$ cat src/rtl/lsu_pkg.sv
// rtl/lsu_pkg.sv - shared encodings and defaults for the load/store unit
package lsu_pkg;

    localparam int LSU_DEPTH = 128;

    localparam logic [1:0] SZ_BYTE = 2'b00;
    localparam logic [1:0] SZ_HALF = 2'b01;
    localparam logic [1:0] SZ_WORD = 2'b10;

    typedef enum logic [1:0] {
        IDLE  = 2'd0,
        READ  = 2'd1,
        WRITE = 2'd2,
        RESP  = 2'd3
    } lsu_state_t;

endpackage

$ cat src/rtl/lsu_align.sv
// rtl/lsu_align.sv - lane extraction with extension for loads, lane merge for stores
module lsu_align
    import lsu_pkg::*;
(
    input  logic [31:0] word,
    input  logic [1:0]  lane,
    input  logic [1:0]  size,
    input  logic        is_signed,
    input  logic [31:0] wdata,
    output logic [31:0] load_data,
    output logic [31:0] merged
);

    logic [7:0]  byte_val;
    logic [15:0] half_val;

    always_comb begin
        byte_val = word[{lane, 3'b000} +: 8];
        half_val = word[{lane[1], 4'b0000} +: 16];

        case (size)
            SZ_BYTE: load_data = {{24{is_signed & byte_val[7]}}, byte_val};
            SZ_HALF: load_data = {{16{is_signed & half_val[15]}}, half_val};
            default: load_data = word;
        endcase

        // Sub-word stores keep every bit outside the addressed lane.
        merged = word;
        case (size)
            SZ_BYTE: merged[{lane, 3'b000} +: 8]     = wdata[7:0];
            SZ_HALF: merged[{lane[1], 4'b0000} +: 16] = wdata[15:0];
            default: merged = wdata;
        endcase
    end

endmodule

$ cat src/rtl/load_store_unit.sv
// rtl/load_store_unit.sv - byte-addressed load/store front end for a single-port word memory
module load_store_unit
    import lsu_pkg::*;
#(
    parameter int DEPTH = LSU_DEPTH,
    parameter int AW    = 32
) (
    input  logic          clk,
    input  logic          rst_n,
    input  logic          req_valid,
    output logic          req_ready,
    input  logic [AW-1:0] req_addr,
    input  logic          req_we,
    input  logic [1:0]    req_size,
    input  logic          req_signed,
    input  logic [31:0]   req_wdata,
    output logic          resp_valid,
    input  logic          resp_ready,
    output logic [31:0]   resp_rdata,
    output logic          resp_err,
    output logic [AW-1:0] mem_address,
    output logic [31:0]   mem_data_in,
    output logic          mem_RW,
    input  logic [31:0]   mem_data_out
);

    localparam logic [AW-1:0] ADDR_LIMIT = AW'(DEPTH * 4);

    lsu_state_t    state_q, state_d;
    logic [1:0]    lane_q, size_q;
    logic          we_q, signed_q;
    logic [31:0]   wdata_q;

    logic          req_err;
    logic          accept;
    logic [31:0]   load_data, merged_data;

    logic          mem_rw_d;
    logic [AW-1:0] mem_address_d;
    logic [31:0]   mem_data_in_d, rdata_d;
    logic          err_d;

    assign req_ready  = (state_q == IDLE);
    assign resp_valid = (state_q == RESP);
    assign accept     = req_valid && req_ready;

    always_comb begin
        case (req_size)
            SZ_BYTE: req_err = 1'b0;
            SZ_HALF: req_err = req_addr[0];
            SZ_WORD: req_err = |req_addr[1:0];
            default: req_err = 1'b1;
        endcase
        if (req_addr >= ADDR_LIMIT) req_err = 1'b1;
    end

    lsu_align u_align (
        .word      (mem_data_out),
        .lane      (lane_q),
        .size      (size_q),
        .is_signed (signed_q),
        .wdata     (wdata_q),
        .load_data (load_data),
        .merged    (merged_data)
    );

    always_ff @(posedge clk or negedge rst_n) begin
        if (!rst_n) state_q <= IDLE;
        else        state_q <= state_d;
    end

    // Memory-side outputs are computed one cycle ahead so they come straight from flops.
    always_comb begin
        state_d       = state_q;
        mem_rw_d      = 1'b0;
        mem_address_d = mem_address;
        mem_data_in_d = mem_data_in;
        rdata_d       = resp_rdata;
        err_d         = resp_err;
        case (state_q)
            IDLE: begin
                if (accept) begin
                    rdata_d = 32'h0;
                    err_d   = 1'b0;
                    if (req_err) begin
                        err_d   = 1'b1;
                        state_d = RESP;
                    end else begin
                        mem_address_d = {2'b00, req_addr[AW-1:2]};
                        if (req_we && req_size == SZ_WORD) begin
                            mem_rw_d      = 1'b1;
                            mem_data_in_d = req_wdata;
                            state_d       = WRITE;
                        end else begin
                            state_d = READ;
                        end
                    end
                end
            end
            READ: begin
                if (we_q) begin
                    mem_rw_d      = 1'b1;
                    mem_data_in_d = merged_data;
                    state_d       = WRITE;
                end else begin
                    rdata_d = load_data;
                    state_d = RESP;
                end
            end
            WRITE: state_d = RESP;
            RESP: if (resp_ready) state_d = IDLE;
            default: state_d = IDLE;
        endcase
    end

    always_ff @(posedge clk or negedge rst_n) begin
        if (!rst_n) begin
            mem_RW      <= 1'b0;
            mem_address <= '0;
            mem_data_in <= 32'h0;
            resp_rdata  <= 32'h0;
            resp_err    <= 1'b0;
            lane_q      <= 2'b00;
            size_q      <= SZ_BYTE;
            we_q        <= 1'b0;
            signed_q    <= 1'b0;
            wdata_q     <= 32'h0;
        end else begin
            mem_RW      <= mem_rw_d;
            mem_address <= mem_address_d;
            mem_data_in <= mem_data_in_d;
            resp_rdata  <= rdata_d;
            resp_err    <= err_d;
            if (accept) begin
                lane_q   <= req_addr[1:0];
                size_q   <= req_size;
                we_q     <= req_we;
                signed_q <= req_signed;
                wdata_q  <= req_wdata;
            end
        end
    end

endmodule

$ cat config.mk
export PLATFORM = sky130hd
export DESIGN_NAME = load_store_unit
export DESIGN_NICKNAME = d
export VERILOG_FILES = /design/src/rtl/lsu_pkg.sv /design/src/rtl/lsu_align.sv /design/src/rtl/load_store_unit.sv
export SDC_FILE = /design/constraint.sdc
export NUM_CORES = 1
export LEC_CHECK = 0
export CORE_ASPECT_RATIO = 0.9
export CORE_MARGIN = 3
export CORE_UTILIZATION = 47
export DETAILED_ROUTE_END_ITERATION = 8
export PLACE_DENSITY = 0.77
export SLEW_MARGIN = 40
export SYNTH_ARGS = -nofsm -noshare
export SYNTH_HDL_FRONTEND = slang
export SYNTH_SLANG_ARGS = --single-unit
$ cat constraint.sdc
create_clock -name clk -period 3.26 [get_ports clk]
set_input_delay 0.326 -clock clk [delete_from_list [all_inputs] [get_ports clk]]
set_output_delay 0.326 -clock clk [all_outputs]
set_load 0.05 [all_outputs]
== Yosys cells after proc, flatten, opt, wreduce, memory -nomap -nowiden ==
Index checks and enable logic that the tools add are counted.

* Muxes and demuxes: 26
* Reductions and logical operators: 12
* Magnitude comparators: 1
* Eq/ne operators: 12
* $add $sub $neg: 2
* Shift-type cells: 6
* Bitwise gates (word level): 3

{| class="wikitable"
|+ Operator list
! operator !! number
|-
| 32-bit case mux with 2 select lines || 4
|-
| 32-bit two-way mux || 6
|-
| 32-bit bitwise mux || 2
|-
| 32-bit by 10-bit >= comparator with 1-bit output, second input constant || 1
|-
| 16-bit by 7-bit variable shift with 32-bit output, first input constant || 1
|-
| 8-bit by 7-bit variable shift with 32-bit output, first input constant || 1
|-
| 16-bit by 7-bit indexed part select with 32-bit output || 1
|-
| 32-bit by 6-bit indexed part select with 16-bit output || 1
|-
| 32-bit by 6-bit indexed part select with 8-bit output || 1
|-
| 8-bit by 7-bit indexed part select with 32-bit output || 1
|-
| 5-bit negation with 7-bit output || 2
|-
| 2-bit two-way mux || 4
|-
| 2-bit case mux with 4 select lines || 1
|-
| 1-bit two-way mux || 7
|-
| 2-bit by 1-bit == test with 1-bit output, second input constant || 3
|-
| 2-bit == test, second input constant || 3
|-
| 2-bit logical NOT || 3
|-
| 2-bit by 1-bit != test with 1-bit output, second input constant || 3
|-
| 2-bit != test, second input constant || 3
|-
| 3-bit AND reduction || 2
|-
| 5-bit AND reduction || 1
|-
| 2-bit AND reduction || 2
|-
| 1-bit case mux with 3 select lines || 1
|-
| 1-bit bitwise AND || 2
|-
| other kinds (5) || 6
|}

* Logic and storage cells: 73
* Input port bits: 104
* Output and inout port bits: 100
* Register bits: 136

== Logic depth before layout (Yosys ltp) ==
Gate-level depths: netlist of run 1.

* Depth in word-level cells: 6
* Depth in mapped cells: 11
* Depth with buffers taken out: 7

== By module ==
A second synthesis of run 1 with hierarchy kept.

* Cell total of the unflattened synthesis: 720
* Area, all modules: 7875.1 sq um

{| class="wikitable"
|+ By module, submodules not included
! module !! area an instance (sq um) !! times used !! cells each !! sequential area each (sq um)
|-
| load_store_unit || 6162.2 || 1 || 449 || 3403.3
|-
| lsu_align || 1712.9 || 1 || 271 || 0.0
|}

== Least setup slack after synthesis of run 1 ==
No wires, ideal clock.

* Kind: flip-flop to flip-flop
* Start point: reg state_q[0]
* End point: reg mem_data_in[21]
* Slack: 770 ps
* Clock period less this slack: 2490 ps
* Path buffers: 2
* Required time: 3135 ps
* Data arrival time: 2365 ps
* Library setup time: 125 ps
* Stages on the path, launching flop included: 10
* Cells stage by stage: dfrtp_1 -> inv_1 -> ha_1 -> clkbuf_1 -> nand2b_1 -> o21ai_0 -> nor3_1 -> a21oi_1 -> buf_2 -> mux2_2

* Cells in the longest elaborated chain, start to end: 4
* Elaborated cells on any way between the ends: 10
* Those cells by class: 5 x eq/ne; 1 x mux; 4 x reduce/logical

{| class="wikitable"
|+ Ends and longest elaborated chain
! what !! RTL line !! source
|-
| from (decl) || load_store_unit.sv:29 || <nowiki>lsu_state_t state_q, state_d;</nowiki>
|-
| from (signal assigned) || load_store_unit.sv:69 || <nowiki>else state_q <= state_d;</nowiki>
|-
| 2-bit logical NOT (*) || load_store_unit.sv:43 || <nowiki>assign req_ready = (state_q == IDLE);</nowiki>
|-
| via req_ready || load_store_unit.sv:11 || <nowiki>output logic req_ready,</nowiki>
|-
| 1-bit logical AND || load_store_unit.sv:45 || <nowiki>assign accept = req_valid && req_ready;</nowiki>
|-
| 2-bit by 1-bit != test with 1-bit output (no source line) || - ||
|-
| 5-bit AND reduction (no source line) || - ||
|-
| to (signal assigned) || load_store_unit.sv:131 || <nowiki>mem_data_in <= mem_data_in_d;</nowiki>
|-
| to (decl) || load_store_unit.sv:22 || <nowiki>output logic [31:0] mem_data_in,</nowiki>
|}

The timed path passes the listed nets; every way through them passes the cells marked *.
A chain may end at the register's enable or synchronous reset.

== Worst setup path after layout of run 1 ==
* Start point: reg state_q[1]
* End point: reg mem_data_in[25]

* Cells in the longest elaborated chain, start to end: 4
* Elaborated cells on any way between the ends: 10
* Those cells by class: 5 x eq/ne; 1 x mux; 4 x reduce/logical

{| class="wikitable"
|+ Ends and longest elaborated chain
! what !! RTL line
|-
| 2-bit logical NOT || load_store_unit.sv:43, load_store_unit.sv:80
|-
| 1-bit logical AND || load_store_unit.sv:45
|-
| 2-bit by 1-bit != test with 1-bit output (no source line) || -
|-
| 5-bit AND reduction (no source line) || -
|}

Several ways; a longest one is shown, not always the timed one.

==> results of run 1 <==
## routing by layer
| layer | track usage | vias to the layer above | share of wire |
|---|---|---|---|
| met5 | 0 | - | 0.00062 |
| met4 | 0.110 | 2 | 0.027 |
| met3 | 0.0922 | 45 | 0.10 |
| met2 | 0.417 | 304 | 0.46 |
| met1 | 0.357 | 2878 | 0.41 |
| li1 | - | 2607 | - |
## worst max-delay path, cell delays in order (launching register included)
cell,delay [ps]
sky130_fd_sc_hd__dfrtp_1,410
sky130_fd_sc_hd__inv_1,90
sky130_fd_sc_hd__ha_2,180
sky130_fd_sc_hd__buf_4,530
sky130_fd_sc_hd__o21ai_0,260
sky130_fd_sc_hd__nor3_1,350
sky130_fd_sc_hd__a21oi_4,100
sky130_fd_sc_hd__buf_4,270
sky130_fd_sc_hd__mux2_1,360
## cell usage after synthesis (6+ instances only)
master                     number
sky130_fd_sc_hd__a221o_1       17
sky130_fd_sc_hd__o22ai_1       17
sky130_fd_sc_hd__mux2_1         7
sky130_fd_sc_hd__buf_2          8
sky130_fd_sc_hd__a221oi_1      25
sky130_fd_sc_hd__a21oi_1       24
sky130_fd_sc_hd__inv_1         18
sky130_fd_sc_hd__nor3b_1        8
sky130_fd_sc_hd__mux2_2        72
sky130_fd_sc_hd__nor4_1        13
sky130_fd_sc_hd__nor3_1         7
sky130_fd_sc_hd__nor2_1        45
sky130_fd_sc_hd__clkbuf_1      26
sky130_fd_sc_hd__o31ai_1        6
sky130_fd_sc_hd__o21ai_0       28
sky130_fd_sc_hd__ha_1           9
sky130_fd_sc_hd__a21o_1         9
sky130_fd_sc_hd__a31oi_1       18
sky130_fd_sc_hd__nand2_1       63
sky130_fd_sc_hd__dfrtp_1      136
sky130_fd_sc_hd__nor2b_1       26
## path summary, 6_finish.rpt
check / endpoint / slack [ps] / cells past startpoint / from
max in group asynchronous: wdata_q[9]$_DFFE_PN0P_ / 2380 / 3 / rst_n
setup / recovery: mem_data_in[25]$_DFFE_PN0P_ / 550 / 8 / state_q[1]$_DFFE_PN0P_
hold / removal: mem_data_in[25]$_DFFE_PN0P_ / 310 / 2 / rst_n
min in group clk: resp_rdata[13]$_DFFE_PN0P_ / 480 / 1 / resp_rdata[13]$_DFFE_PN0P_
setup reg to reg: mem_data_in[25]$_DFFE_PN0P_ / 550 / 8 / state_q[1]$_DFFE_PN0P_
hold reg to reg: resp_rdata[13]$_DFFE_PN0P_ / 480 / 1 / resp_rdata[13]$_DFFE_PN0P_
## area by class of cell
class                      count  area [sq um]  area share
sequential                   136          3400       0.361
antenna                        1          2.50    0.000265
inverter                      18          67.6     0.00716
timing repair buffer         215          2150       0.228
tap                          189           236      0.0251
clock buffer                  17           425      0.0451
multi-input combinational    415          2970       0.315
clock inverter                15           178      0.0188
## power groups by stage
stage	Sequential, mW	Clock, mW	Combinational [mW]
after global placement	2.69	0	4.48
after detailed placement	2.72	0	4.60
after floorplan	3.62	0	2.24
after CTS	2.69	1.99	4.63
final	2.71	1.96	4.65
after global routing	2.77	2.06	4.96
## cell families after synthesis
family / share of synthesized area
AND/OR/NAND/NOR: 0.127
flip-flops: 0.514
multiplexers: 0.141
buffers and inverters: 0.0412
other: 0.000567
AO/OA/AOI/OAI: 0.159
adder cells (fa/ha/maj): 0.0170
## state kept, by name, indices dropped and copies added (netlist names)
signal	flops
signed_q	1
mem_address	30
resp_err	1
mem_data_in	32
wdata_q	32
size_q	2
state_q	2
lane_q	2
resp_rdata	32
mem_RW	1
we_q	1
## repair_timing
item / CTS / global route
gates resized for setup: 0 / 0
endpoints found under the hold margin: 81 / 0
hold buffers: 1 / 0
## metrics by stage
step           power [mW]   util  setup slack (ps)  instance area, sq um  hold slack [ps]
5_1_grt              9.80  0.695               419                  9430              329
4_1_cts              9.32  0.693               585                  9400              487
3_3_place_gp         7.16  0.648               702                  8790              409
2_1_floorplan        5.87      -               770                  6620             30.4
6_report             9.32  0.696               553                  9430              312
3_5_place_dp         7.31  0.648               593                  8790              421
## cells in the final DEF, fill, tap and decap left out, drive strengths merged, types with 5 or more instances in the layout
master and instances:
nor2 45, a221o 17, a31oi 18, dfrtp 136, nor4 13, o22ai 17, nor3b 8, a21oi 24
nor2b 26, ha 9, nor3 7, a21o 9, o31ai 6, clkinv 5, clkbuf 17, inv 20
clkinvlp 5, o21ai 29, nand2 63, buf 14, a221oi 25, mux2 79, clkdlybuf4s50 200
==> metrics list, run 1 <==
- Clock-pin slew was measured on the worst setup and hold paths at 60 ps.
- For this run, the top clock speed supported by timing is approximately 370 MHz.
- Overall die area: approximately 16,000 sq um
* WP data required: between 3000 and 4000 ps
- Clock tree synthesis found a total of between 100 and 150 sinks.
- Fraction of layout cells with a size suffix above 1: 0.157
- Row generation in the floorplan step produced 40 rows.
- Max-Slew Margin vs Limit: 0.481
- The flow ran to the end, and the final reports show no timing, DRC or antenna violations.
- The final route contains 5,836 vias.
* Kind of path behind the tightest hold check: in2async
- Power dissipated by switching net loads: 4.07 mW
* CP Class: reg2reg
- For this run, the number of Yosys warnings is 0.
- The first global-routing pass estimated about 33,000 um of wire.
* Post-route DRC violation count: 0
- The region available for standard cell placement spans between 10,000 and 15,000 sq um.
- Flip-flop and latch count after synthesis: ~140
- Post-synth ARST share: 1.00
- CP endpoint kind: flop
- Syn avg cell area: ~11 sq um
* Via count normalized by instance count: 5.80
* Worst skew pair latency: approximately 430 ps
- Clock tree synthesis inserted a total of 17 buffers.
- Largest driver fanout on the critical path: 74
- In this run the number of H-tree levels came out at 4.
- The share of the Yosys chip area taken by registers is 0.514.
- Actual transition at the worst max-transition pin: just under 800 ps
- In this run, placement finished with an instance count of 971.
* Layout overhead on the synthesized area: 42.5%
- Routed Wire Length: 20,900 um
- Number of buffers added for setup after CTS: 0
- Leakage power: roughly 4.0 nW
- By area the synthesized netlist is led by sky130_fd_sc_hd__dfrtp_1 (51%), sky130_fd_sc_hd__mux2_2 (12%), sky130_fd_sc_hd__nand2_1 (3.6%).
- Proportion of power drawn by combinational gates: 0.499
* Number of enable-type register cells in the synthesized netlist: 0
- Clock Tree Root: sky130_fd_sc_hd__clkbuf_16
- Pwr Density: 988 nW/um^2
- Final-report hold violation count: 0
- Total grt overflow: 0
* Setup violation total in the final timing report: 0
- The detailed router finished its first iteration with 626 violations.
- Switching share of power: 0.437
- In the final timing run, aggregate negative setup slack is 0 ps.
- Final cell count without fillers: slightly above 1,000
- The routed design could run at a clock period as short as 2710 ps.
- The number of slew-limit violations in the final report was 0.
- Clock network fraction of total power: 0.211
* Clk_skew: around 8.4 ps
- The number of global-route vias before repair is about 6,000.
* Setup repair after global routing missed its margin: no
* Effective utilization at floorplan: 0.488
* Fin crit share: 0.830
* Design internal power: about 5.3 mW
- DRT Pass-1 Iters: 5
* Post-synth top area share: 0.514
* Kind of start point of the critical path: flop
* Maximum buffer depth of the clock tree: 2
- Overall track demand over capacity in global routing: 0.273
* Routed len/inst: around 21 um
- Boundary Pins: about 200
- Routability-driven placement finished with a final weighted congestion of about 0.88.
* Number of antenna violations at the first check in global routing: 1
- Pin count of the biggest net entering global routing: a little over 80
- In this run the vertical extent of the chip is roughly 120 um.
- The tool flagged a number of max-cap violations equal to 0.
* Cell taking the most area after synthesis: sky130_fd_sc_hd__dfrtp_1
- The worst-case IR drop observed on VDD is approximately 470 uV.
- Summing every instance area after synthesis gives ~6600 sq um.
- Synthesis handed over a netlist of around 610 instances.
- FILL cells: 1,005
* Detailed placer's ending HPWL: between 10,000 and 15,000 um
* Antenna-violating nets left: 0
* Nets@finish: 916
- The count of buffers added on input and output ports is around 200.
- In this run, distinct cell masters in the synthesized netlist total 39.
* WP data arrival: a little over 3000 ps
- X dimension of the die: approximately 130 um
* Clock tree from TritonCTS: built
* Register share of total power: 0.291
- The most used flip-flop cell after synthesis is sky130_fd_sc_hd__dfrtp_1.
(Power assumes the default switching activity.)
==> run 2: changes to the inputs <==
--- a/config.mk
+++ b/config.mk
@@ -7,9 +7,9 @@
 export LEC_CHECK = 0
 export CORE_ASPECT_RATIO = 0.9
 export CORE_MARGIN = 3
-export CORE_UTILIZATION = 47
+export CORE_UTILIZATION = 43
 export DETAILED_ROUTE_END_ITERATION = 8
-export PLACE_DENSITY = 0.77
+export PLACE_DENSITY = 0.74
 export SLEW_MARGIN = 40
 export SYNTH_ARGS = -nofsm -noshare
 export SYNTH_HDL_FRONTEND = slang
==> constraint.sdc (replaced) <==
create_clock -name clk -period 2.2 [get_ports clk]
set_input_delay 0.22 -clock clk [delete_from_list [all_inputs] [get_ports clk]]
set_output_delay 0.22 -clock clk [all_outputs]
set_load 0.05 [all_outputs]
==> run 2 against run 1 <==
Critical path depth decreased by 1; wire length rose by 2.5%; die area grew 8.8%; setup slack got worse by 420 ps; clock power grew 35%; register-to-register slack worse by 420 ps; global-route usage is 1.6 points lower; via count is 2.1% higher; sequential share of layout area decreased by 0.85 points; non-clock buffer count increased by 31; clock skew grew 7.1 ps.
==> metrics list, run 2 (same netlist as run 1, synthesis figures left out) <==
* Clock tree from TritonCTS: built
- The overflow left after global routing was 0 (unchanged).
- In this design, the largest share of critical-path delay is due to flip-flops.
- The clock edge transition at the registers on the reported setup and hold paths came to 50 ps (about the same).
* Met3 layer usage reported by global route: 0.0961 (+0.00394)
- The post-DP HPWL came to 15,700 um (+5.8%).
* Routed Wire Length: 21,400 um (+2.5%)
* First-pass GRT wire length: 33,000 um (+1.4%)
* Standard cell core area: 14,900 sq um (+9.6%)
- Largest vdd supply drop: 696 uV (+49%)
- The max capacitance violation total is 0 (unchanged).
- The number of nets at the end of the flow is 947 (+3.4%).
* Area of placed instances: 9100 sq um (+3.5%)
- The met2 track demand over resource in global routing came to 0.400 (-0.0169).
- Leakage power: 4.19 nW (+3.8%)
* Overall die area: 16,900 sq um (+8.8%)
- The number of buffers inserted during clock tree synthesis is 17 (unchanged).
- Effective utilization at floorplan: 0.445 (-0.0429)
* Worst skew pair latency: 430 ps (about the same)
- Routed len/inst: 20.5 um (-1.2%)
- Global Route met1 Usage: 0.328 (-0.0283)
- The transition time at the pin with the least slew margin came to 695 ps (-83.0 ps).
- The tightest min-delay check is of the in2async type.
* Setup repair after global routing missed its margin: no
- The maximum single-stage delay on the critical path came to 410 ps (-120 ps).
- Pin count of the biggest net entering global routing: 73 (-12%)
* Final-report hold violation count: 0 (unchanged)
- The share of layout cells above drive strength 1 is 0.187 (+0.0301).
* Final RePlAce weighted congestion: 0.905 (+2.8%)
- CP Class: reg2reg
- The number of slew-limit violations in the final report is 0 (unchanged).
- The initial antenna violation count came to 2 (+1).
* Count of buffers inserted at the top-level ports: 201 (unchanged)
- Antenna diode count: 0 (-1)
* Setup violation total in the final timing report: 0 (unchanged)
- Vias in the first global route: 6,076 (+1.5%)
* Pwr Density: 1450 nW/um^2 (+46%)
* Final worst path period need: 2070 ps (-638 ps)
- The maximum level of the CTS H-tree was 4 (unchanged).
* Clock Tree Root: sky130_fd_sc_hd__clkbuf_16
- Relative to the synthesized area, the layout overhead comes to 46.0%.
* Number of sinks on the clock net: 136 (unchanged)
* Std cell rows: 42 (+5.0%)
- The data arrival time of the critical path is 2370 ps (-650 ps).
- The total power draw came to 14.0 mW (+50%).
- The library cell used most frequently in the layout, excluding fill and tap cells, is sky130_fd_sc_hd__clkdlybuf4s50_1.
- The maximum fanout count along the critical path is 32 (-57%).
- Finished layout cell area: 9660 sq um (+2.4%)
- The global-route usage over all layers was 0.258 (-0.0157).
- Clk_skew: 15.5 ps (+7.12 ps)
- The critical path buffer and inverter count was 2 (-1).
* Fin crit share: 0.941 (+0.110)
* Maximum clock frequency: 483 MHz (+31%)
- The via count came to 5,958 (+2.1%).
- The maximum clock path buffer count came to 2 (unchanged).
- The iteration count of the initial detailed-routing pass is 6 (+1).
* Leading cell types in the layout, fill and taps excluded: sky130_fd_sc_hd__clkdlybuf4s50_1 (199), sky130_fd_sc_hd__dfrtp_1 (136), sky130_fd_sc_hd__mux2_2 (72)
- Vertical die dimension: 124 um (+4.3%)
* FILL cells: 1,145 (+14%)
* Post-route DRC violation count: 0 (unchanged)
* Result of the run: finished, final reports clean
- Kind of start point of the critical path: flop
* Most used routing layer in global routing: met2
- The relative slew slack was 0.536 (+0.0553).
- WP data required: 2500 ps (-1070 ps)
- STA classifies the critical path endpoint as a flop.
- Antenna-violating nets left: 0 (unchanged)
* Via count normalized by instance count: 5.71 (-1.5%)
- Cells along the critical path: inv_1, ha_2, nor2b_1, nor3_1, a21oi_4, buf_12, mux2_2
* Boundary Pins: 204 (unchanged)
* X dimension of the die: 137 um (+4.3%)
- The number of buffers added for setup after CTS came to 0 (unchanged).
- The largest registers in the layout are mem_data_in (32), resp_rdata (32), wdata_q (32).
* Slowest cell on crit path: sky130_fd_sc_hd__dfrtp_1
- DR iter-0 viols: 514 (-18%)
[run 2: changes by cell type in the layout (fill, tap and decap cells not counted), moves of 2 or more]
cell / delta
sky130_fd_sc_hd__buf_12: +4
sky130_fd_sc_hd__buf_4: +28
sky130_fd_sc_hd__bufinv_16: -2
sky130_fd_sc_hd__clkbuf_8: +3
sky130_fd_sc_hd__clkinv_2: +3
sky130_fd_sc_hd__clkinvlp_4: -4
sky130_fd_sc_hd__inv_6: -2
[run 2: area by class of cell]
class                      count  area [sq um]  share of cell area
timing repair buffer         246          2410               0.250
multi-input combinational    415          2980               0.309
tap                          198           248              0.0256
sequential                   136          3400               0.352
clock inverter                 9          76.3             0.00790
inverter                      18          67.6             0.00699
clock buffer                  21           470              0.0487
[run 2: what timing repair did]
item | in CTS | in global routing
hold buffers | 1 | 0
resized for setup | 1 | 2
setup endpoints to repair | 1 | 15
endpoints found under the hold margin | 67 | 0
cloned | 0 | 0
[run 2: where the power goes]
group	internal (mW)	switching, mW	total [mW]
Combinational	2.95	4.39	7.34
Clock	1.62	1.03	2.65
Sequential	3.36	0.638	3.99
Total	7.92	6.06	14.0
[run 2: final timing paths]
path,cells past startpoint,slack (ps),from,to
worst max-delay path,7,130,state_q[1]$_DFFE_PN0P_,mem_data_in[24]$_DFFE_PN0P_
worst min register to register,2,480,resp_rdata[7]$_DFFE_PN0P_,resp_rdata[7]$_DFFE_PN0P_
max in group asynchronous,3,1050,rst_n,resp_rdata[21]$_DFFE_PN0P_
worst min-delay path,2,370,rst_n,resp_rdata[8]$_DFFE_PN0P_
min in group clk,2,410,req_addr[3],mem_address[1]$_DFFE_PN0P_
worst max register to register,7,130,state_q[1]$_DFFE_PN0P_,mem_data_in[24]$_DFFE_PN0P_
[run 2: layer usage]
layer,up-vias,part of all wire
met5,-,0.0011
met4,4,0.031
met3,61,0.11
met2,315,0.45
met1,2894,0.41
li1,2684,-
[run 2: stage by stage]
step | hold slack [ps] | utilization | std cells | worst slack (ps) | TNS (ps)
global route | 413 | 0.650 | 1043 | 18.2 | 0
CTS | 402 | 0.649 | 1043 | 124 | 0
floorplan | -75.6 | - | 612 | 0.459 | 0
finish | 371 | 0.650 | 1043 | 131 | 0
detailed placement | 284 | 0.612 | 1012 | -69.6 | -1090
global placement | 264 | 0.612 | 1012 | 60.7 | 0
==> run 3: changes to the inputs <==
--- a/config.mk
+++ b/config.mk
@@ -5,6 +5,7 @@
 export SDC_FILE = /design/constraint.sdc
 export NUM_CORES = 1
 export LEC_CHECK = 0
+export CAP_MARGIN = 20
 export CORE_ASPECT_RATIO = 0.9
 export CORE_MARGIN = 3
 export CORE_UTILIZATION = 43
==> results of run 3 <==
Same layout as run 2: the final DEF is identical, and so are final timing and power.
